`config.mk`:
```
export PLATFORM = sky130hd
export DESIGN_NAME = devil_snoop_responder_mr
export DESIGN_NICKNAME = d
export VERILOG_FILES = /design/src/rtl/devil_snoop_responder_mr.sv
export SDC_FILE = /design/constraint.sdc
export NUM_CORES = 1
export LEC_CHECK = 0
export BUFFER_PORTS_ARGS = -buffer_cell sky130_fd_sc_hd__buf_2
export CAP_MARGIN = 20
export CORE_AREA = 2 2 304 306
export CTS_BUF_LIST = sky130_fd_sc_hd__clkbuf_4
export DETAILED_ROUTE_END_ITERATION = 8
export DIE_AREA = 0 0 306 308
export GPL_TIMING_DRIVEN = 0
export PLACE_DENSITY = 0.55
export SLEW_MARGIN = 15
export SYNTH_ARGS = -nofsm -noshare
export SYNTH_HDL_FRONTEND = slang
export SYNTH_SLANG_ARGS = --single-unit
```
`constraint.sdc`:
```
create_clock -name ace_aclk -period 3.7 [get_ports ace_aclk]
set_input_delay 0.74 -clock ace_aclk [delete_from_list [all_inputs] [get_ports ace_aclk]]
set_output_delay 0.74 -clock ace_aclk [all_outputs]
set_load 0.01 [all_outputs]
```
`src/rtl/devil_snoop_responder_mr.sv`:
```
// Multi-rule ACE snoop responder: matches incoming AC snoops against rule slots and
// shapes the CR/CD reply (delay insertion, dummy replies on miss, one-shot tracking).
`timescale 1ns/1ps
module devil_snoop_responder_mr #(
  parameter int unsigned C_ACE_DATA_WIDTH = 128,
  parameter int unsigned C_ACE_ADDR_WIDTH = 44,
  parameter int unsigned NUM_RULES        = 4,
  parameter int unsigned DELAY_WIDTH      = 16,
  parameter int unsigned CD_BEATS         = 4
) (
  input  logic                                    ace_aclk,
  input  logic                                    ace_aresetn,
  input  logic                                    i_enable,
  input  logic                                    i_acvalid,
  output logic                                    o_acready,
  input  logic [C_ACE_ADDR_WIDTH-1:0]             i_acaddr,
  input  logic [3:0]                              i_acsnoop,
  input  logic [NUM_RULES-1:0]                    i_rule_en,
  input  logic [NUM_RULES-1:0]                    i_rule_ac_chk,
  input  logic [NUM_RULES-1:0]                    i_rule_addr_chk,
  input  logic [4*NUM_RULES-1:0]                  i_rule_acsnoop,
  input  logic [C_ACE_ADDR_WIDTH*NUM_RULES-1:0]   i_rule_base,
  input  logic [C_ACE_ADDR_WIDTH*NUM_RULES-1:0]   i_rule_size,
  input  logic [DELAY_WIDTH*NUM_RULES-1:0]        i_rule_delay,
  input  logic [2*NUM_RULES-1:0]                  i_rule_point,
  input  logic [NUM_RULES-1:0]                    i_rule_cont,
  input  logic                                    i_clear_fired,
  input  logic [C_ACE_DATA_WIDTH-1:0]             i_fake_data,
  output logic                                    o_crvalid,
  input  logic                                    i_crready,
  output logic [4:0]                              o_crresp,
  output logic                                    o_cdvalid,
  input  logic                                    i_cdready,
  output logic [C_ACE_DATA_WIDTH-1:0]             o_cddata,
  output logic                                    o_cdlast,
  output logic                                    o_hit,
  output logic [2:0]                              o_hit_idx,
  output logic [NUM_RULES-1:0]                    o_fired,
  output logic                                    o_end,
  output logic [2:0]                              o_state
);

  localparam int unsigned AW  = C_ACE_ADDR_WIDTH;
  localparam int unsigned DW  = C_ACE_DATA_WIDTH;
  localparam int unsigned NR  = NUM_RULES;
  localparam int unsigned DLW = DELAY_WIDTH;
  localparam int unsigned BW  = (CD_BEATS > 1) ? $clog2(CD_BEATS) : 1;
  localparam logic [BW-1:0] LAST_BEAT = BW'(CD_BEATS - 1);
  localparam logic [BW-1:0] PRE_LAST  = BW'((CD_BEATS > 1) ? CD_BEATS - 2 : 0);
  localparam bit SINGLE_BEAT = (CD_BEATS == 1);

  typedef enum logic [2:0] {
    ST_IDLE  = 3'd0,
    ST_MATCH = 3'd1,
    ST_DELAY = 3'd2,
    ST_CR    = 3'd3,
    ST_CD    = 3'd4,
    ST_END   = 3'd5
  } state_t;

  state_t state_q, state_d, ret_q, ret_d;
  logic [AW-1:0]  addr_q, addr_d;
  logic [3:0]     snoop_q, snoop_d;
  logic           hit_q, hit_d, cont_q, cont_d;
  logic [2:0]     idx_q, idx_d;
  logic [DLW-1:0] dly_q, dly_d, cnt_q, cnt_d;
  logic [1:0]     pt_q, pt_d;
  logic [BW-1:0]  beat_q, beat_d;
  logic [NR-1:0]  fired_q, fired_d;
  logic           acready_q, acready_d, crvalid_q, crvalid_d;
  logic           cdvalid_q, cdvalid_d, cdlast_q, cdlast_d, end_q, end_d;
  logic [4:0]     crresp_q, crresp_d;
  logic [DW-1:0]  cddata_q, cddata_d;

  // Per-rule eligibility; window check in AW+1 bits so base+size cannot wrap
  logic [NR-1:0] elig;
  logic [AW:0]   a_w, b_w, s_w;
  logic          in_win;
  assign a_w = {1'b0, addr_q};

  always_comb begin
    elig   = '0;
    b_w    = '0;
    s_w    = '0;
    in_win = 1'b0;
    for (int r = 0; r < NR; r++) begin
      b_w    = {1'b0, i_rule_base[r*AW +: AW]};
      s_w    = {1'b0, i_rule_size[r*AW +: AW]};
      in_win = (a_w >= b_w) && (a_w < (b_w + s_w));
      elig[r] = i_rule_en[r]
             && (i_rule_cont[r] || !fired_q[r])
             && (!i_rule_ac_chk[r] || (snoop_q == i_rule_acsnoop[r*4 +: 4]))
             && (!i_rule_addr_chk[r] || in_win);
    end
  end

  // Lowest eligible index wins
  logic           m_hit, m_cont;
  logic [2:0]     m_idx;
  logic [DLW-1:0] m_dly;
  logic [1:0]     m_pt;

  always_comb begin
    m_hit  = 1'b0;
    m_idx  = '0;
    m_dly  = '0;
    m_pt   = '0;
    m_cont = 1'b0;
    for (int r = NR - 1; r >= 0; r--) begin
      if (elig[r]) begin
        m_hit  = 1'b1;
        m_idx  = 3'(r);
        m_dly  = i_rule_delay[r*DLW +: DLW];
        m_pt   = i_rule_point[r*2 +: 2];
        m_cont = i_rule_cont[r];
      end
    end
  end

  logic pt2_eff, pt3_eff;
  assign pt2_eff = (pt_q == 2'd2) || ((pt_q == 2'd3) && SINGLE_BEAT);
  assign pt3_eff = (pt_q == 2'd3) && !SINGLE_BEAT;

  // Next-state and registered-output decode
  always_comb begin
    state_d   = state_q;
    ret_d     = ret_q;
    addr_d    = addr_q;
    snoop_d   = snoop_q;
    hit_d     = hit_q;
    idx_d     = idx_q;
    dly_d     = dly_q;
    pt_d      = pt_q;
    cont_d    = cont_q;
    cnt_d     = cnt_q;
    beat_d    = beat_q;
    fired_d   = i_clear_fired ? '0 : fired_q;
    acready_d = 1'b0;
    crvalid_d = 1'b0;
    crresp_d  = '0;
    cdvalid_d = 1'b0;
    cdlast_d  = 1'b0;
    cddata_d  = '0;
    end_d     = 1'b0;

    case (state_q)
      ST_IDLE: begin
        if (acready_q && i_acvalid) begin
          addr_d  = i_acaddr;
          snoop_d = i_acsnoop;
          state_d = ST_MATCH;
        end
      end
      ST_MATCH: begin
        hit_d  = m_hit;
        idx_d  = m_idx;
        dly_d  = m_dly;
        pt_d   = m_pt;
        cont_d = m_cont;
        cnt_d  = m_dly;
        beat_d = '0;
        if (m_hit && (m_pt == 2'd1) && (m_dly != '0)) begin
          state_d = ST_DELAY;
          ret_d   = ST_CR;
        end else begin
          state_d = ST_CR;
        end
      end
      ST_DELAY: begin
        cnt_d = cnt_q - DLW'(1);
        if (cnt_q <= DLW'(1)) state_d = ret_q;
      end
      ST_CR: begin
        if (i_crready) begin
          if (!hit_q) begin
            state_d = ST_END;
          end else if (pt2_eff && (dly_q != '0)) begin
            state_d = ST_DELAY;
            ret_d   = ST_CD;
            cnt_d   = dly_q;
          end else begin
            state_d = ST_CD;
          end
        end
      end
      ST_CD: begin
        if (i_cdready) begin
          if (beat_q == LAST_BEAT) begin
            state_d = ST_END;
          end else begin
            beat_d = beat_q + BW'(1);
            if (pt3_eff && (dly_q != '0) && (beat_q == PRE_LAST)) begin
              state_d = ST_DELAY;
              ret_d   = ST_CD;
              cnt_d   = dly_q;
            end
          end
        end
      end
      ST_END: begin
        state_d = ST_IDLE;
        hit_d   = 1'b0;
        idx_d   = '0;
        if (hit_q && !cont_q) begin
          for (int r = 0; r < NR; r++) begin
            if (idx_q == 3'(r)) fired_d[r] = 1'b1;
          end
        end
      end
      default: state_d = ST_IDLE;
    endcase

    acready_d = (state_d == ST_IDLE) && i_enable && i_acvalid;
    crvalid_d = (state_d == ST_CR);
    crresp_d  = (state_d == ST_CR) ? {4'b0000, hit_d} : 5'b00000;
    cdvalid_d = (state_d == ST_CD);
    cdlast_d  = (state_d == ST_CD) && (beat_d == LAST_BEAT);
    cddata_d  = (state_d == ST_CD) ? i_fake_data : '0;
    end_d     = (state_d == ST_END);
  end

  always_ff @(posedge ace_aclk or negedge ace_aresetn) begin
    if (!ace_aresetn) begin
      state_q   <= ST_IDLE;
      ret_q     <= ST_IDLE;
      addr_q    <= '0;
      snoop_q   <= '0;
      hit_q     <= 1'b0;
      idx_q     <= '0;
      dly_q     <= '0;
      pt_q      <= '0;
      cont_q    <= 1'b0;
      cnt_q     <= '0;
      beat_q    <= '0;
      fired_q   <= '0;
      acready_q <= 1'b0;
      crvalid_q <= 1'b0;
      crresp_q  <= '0;
      cdvalid_q <= 1'b0;
      cdlast_q  <= 1'b0;
      cddata_q  <= '0;
      end_q     <= 1'b0;
    end else begin
      state_q   <= state_d;
      ret_q     <= ret_d;
      addr_q    <= addr_d;
      snoop_q   <= snoop_d;
      hit_q     <= hit_d;
      idx_q     <= idx_d;
      dly_q     <= dly_d;
      pt_q      <= pt_d;
      cont_q    <= cont_d;
      cnt_q     <= cnt_d;
      beat_q    <= beat_d;
      fired_q   <= fired_d;
      acready_q <= acready_d;
      crvalid_q <= crvalid_d;
      crresp_q  <= crresp_d;
      cdvalid_q <= cdvalid_d;
      cdlast_q  <= cdlast_d;
      cddata_q  <= cddata_d;
      end_q     <= end_d;
    end
  end

  assign o_acready = acready_q;
  assign o_crvalid = crvalid_q;
  assign o_crresp  = crresp_q;
  assign o_cdvalid = cdvalid_q;
  assign o_cdlast  = cdlast_q;
  assign o_cddata  = cddata_q;
  assign o_hit     = hit_q;
  assign o_hit_idx = idx_q;
  assign o_fired   = fired_q;
  assign o_end     = end_q;
  assign o_state   = state_q;

endmodule

```
==> results by group <==
Outcome
  • Outcome: finished, violations left
  • Failing checks: setup timing

Critical path
  • Crit start category: input pin
  • CP max stage delay: 0.47 ns
  • CP max FO: 7
  • Crit path DAT: 7.07 ns
  • Worst EP required: 4.37 ns
  • CP max-delay cell: or4_1
  • CP Class: in -> reg
  • Crit. End Element: flip-flop

Timing
  • RSZ-0062 raised after global routing: yes
  • Slew Limit Headroom: roughly 27%
  • Worst Max-Slew Pin Slew: 1.09 ns
  • Tcrit/Tclk final: 173%
  • Max Clock Skew: 0.0892 ns
  • Slew Viols, Final: 0
  • Final setup viols: 43
  • Final hold violation count: 0
  • Post-layout min period: 6.40 ns
  • Fmax: 0.156 GHz
  • Setup ws final: -2.70 ns

Synth
  • Ranking of synthesized cells by area: ha_1 25%, dfrtp_1 22%, a21oi_1 5.1%
  • Primary FF master, synth: dfrtp_1
  • Synth area leader: ha_1
  • Post-synth top cells: 526 x ha_1, 267 x a21oi_1, 245 x inv_1
  • Synth async-reset ratio: 100%
  • Yosys Warn Count: 0
  • Synth cell types: 86
  • Post-synth top area share: between 20% and 30%
  • Avg Inst Size Synth: 8.47 um^2
  • Post-synth EDFFs: 0
  • Mapped Cells: 3116
  • Mapped Area: 0.0264 mm^2
  • Most numerous cell in the Yosys netlist: ha_1
  • Post-synthesis sequential area ratio: 21.9%
  • FF+latch count, synth: 231

Detailed routing
  • Per-cell routed wire length: 22.2 um
  • DRT Pass-1 Iters: 5
  • Via density: 5.16
  • DR iter-0 viols: 1404
  • Post-DRT Antenna Nets: 0
  • DR vias: 27433
  • DRC: 0
  • Detailed-route wire length: 118 mm

GRT
  • Met1 Usage GRT: 27.3%
  • Met3 Usage GRT: 5.49%
  • Grt total ovfl: 0
  • Initial antenna violation count: 49
  • Overall fraction of global-route tracks in use: 24.1%
  • Met2 usage: 43.4%
  • First-pass GRT wire length: 169 mm
  • Most Crowded Layer GR: met2
  • Pin count of the biggest net entering global routing: 91
  • Vias in the first global route: 27401

Floorplanning
  • IO Pins: a little under 800
  • Die height: 308 um
  • Die Area: 0.0942 mm^2
  • Site row count: 111
  • DIE WIDTH: 306 um
  • Starting Density: 29.0%
  • Core Region: 0.0910 mm^2

Power
  • Net load switching power: just under 0.009 W
  • Pwr per Cell Area: 510 mW/mm^2
  • Clk network pwr share: 13.9%
  • Worst vdd ir: 0.313 mV
  • Combinational power share: 61.3%
  • Cell-internal power: 0.00928 W
  • Total power: 0.0180 W
  • Sequential power share: 24.8%
  • Sw Share: 48.4%
  • Lkg Pwr: ~18 nW

Worst hold path
  • Min-delay worst type: in -> reg

Clock network
  • Skew-Pair Late Insertion Delay: 0.83 ns
  • Clock buffer depth: 3
  • H-Tree Level Count: 3
  • Root buffer cell: clkbuf_4
  • Clock sink count: 231
  • CTS buffer count: between 60 and 70
  • CTS tree: yes
  • Clock transition at the registers of the reported paths: 0.07 ns

Final layout
  • Storage element area: 0.00578 mm^2
  • Share of cells above drive strength 1: 31.7%
  • Final Non-Filler Cells: 5316
  • Fin nets: 5239
  • Area of the multi-input gates: approximately 0.021 mm^2
  • Syn-to-layout area delta: 33.7%
  • Fill cell count: 9503

Placed design
  • Hpwl dp: 102 mm
  • GP Congestion: between 0.9 and 1
  • Dpl cells: 5090
  • # port buffers: 782

Run
  • Max Cap Violations: 0
==> registers in the layout (all words and copies together) (netlist names) <==
name / flops
cont_q: 1
beat_q: 2
o_cdlast: 1
addr_q: 44
o_hit_idx: 2
dly_q: 16
o_crvalid: 1
o_cddata: 128
o_cdvalid: 1
pt_q: 2
o_crresp: 1
snoop_q: 4
o_state: 3
o_fired: 4
o_acready: 1
o_hit: 1
cnt_q: 16
ret_q: 2
o_end: 1
==> worst paths after layout <==
path,cells after the start,end,start,slack (ns)
setup / recovery,30,ret_q[1]$_DFFE_PN0P_,i_rule_size[98],-2.70
hold / removal,2,o_cddata[120]$_DFF_PN0_,i_fake_data[120],0.14
setup reg to reg,17,o_state[0]$_DFF_PN0_,addr_q[31]$_DFFE_PN0P_,-1.85
hold reg to reg,2,cont_q$_DFFE_PN0P_,cont_q$_DFFE_PN0P_,0.50
max in group asynchronous,4,o_cddata[28]$_DFF_PN0_,ace_aresetn,1.87
min in group asynchronous,2,o_cddata[9]$_DFF_PN0_,ace_aresetn,0.52
==> cell usage in the layout, fill, tap and decap left out, types with 77 or more instances in the layout <==
cell type	n
and2_1	139
ha_1	505
a21o_1	98
o21ai_0	149
dfrtp_1	231
nand2_1	197
buf_4	77
a21oi_1	251
clkbuf_4	99
xor2_1	102
buf_2	780
nor2_1	151
inv_1	244
==> layout make-up <==
type / count / share of cell area [%]
Clock inverter: 16 / 0.301
Buffer: 59 / 1.07
Multi-Input combinational cell: 2583 / 59.4
Tap cell: 1186 / 4.20
Timing Repair Buffer: 880 / 13.8
Sequential cell: 231 / 16.4
Inverter: 246 / 2.65
Antenna cell: 17 / 0.121
Clock buffer: 98 / 2.08
==> metal layers <==
metal | routed length [um] | part of all wire [%]
met2 | 58300 | 49
met1 | 46700 | 40
met4 | 5350 | 4.5
met5 | 331 | 0.28
met3 | 7170 | 6.1
==> per-stage QoR <==
| step | hold WS [ns] | setup WS, ns | utilization, % | setup TNS, ns | area (um^2) |
|---|---|---|---|---|---|
| final | 0.135 | -2.70 | 38.8 | -98.40 | 35300 |
| after global routing | 0.0700 | -2.82 | 38.8 | -102.92 | 35300 |
| after CTS | 0.0288 | -2.77 | 37.3 | -101.20 | 33900 |
| after detailed placement | 0.472 | -5.43 | 35.3 | -233.43 | 32100 |
| after global placement | 0.465 | -5.82 | 35.2 | -865.44 | 32000 |
| after floorplan | 0.444 | -2.35 | - | -83.78 | 26600 |
==> critical path: cells and delay by family <==
kind            cells  cell delay [ns]
simple gates        6             1.09
compound gates     16             3.76
mux                 1             0.25
buf+inv             4             0.49
fa+ha+maj           2             0.51
xor+xnor            1             0.18
==> cells by family after synthesis <==
| family | Yosys count | synth area share [%] |
|---|---|---|
| muxes | 57 | 2.41 |
| buffers and inverters | 306 | 4.51 |
| xor gates and xnor gates | 180 | 5.97 |
| and+or+nand+nor | 894 | 17.5 |
| DFF | 231 | 21.9 |
| AOI/OAI and AO/OA | 917 | 22.5 |
| adders and majority gates | 530 | 25.2 |
| other | 1 | 0.0142 |
==> what timing repair did <==
action / 4_1_cts / 5_1_grt
buffers inserted: 41 / 54
endpoints found under the hold margin: 75 / 0
resized for setup: 155 / 200
hold buffers: 1 / 0
pin swaps: 65 / 103
cloned: 0 / 0
setup endpoints to repair: 144 / 144
==> power by group through the flow <==
stage                     sequential, W  combinational, W  clock, W
after floorplan                 0.00391           0.00659         0
after global placement          0.00452           0.00950         0
after detailed placement        0.00452           0.00966         0
after CTS                       0.00448            0.0103   0.00260
after global routing            0.00460            0.0124   0.00272
final                           0.00447            0.0110   0.00250
No activity file was read; power rests on OpenSTA's default activity.
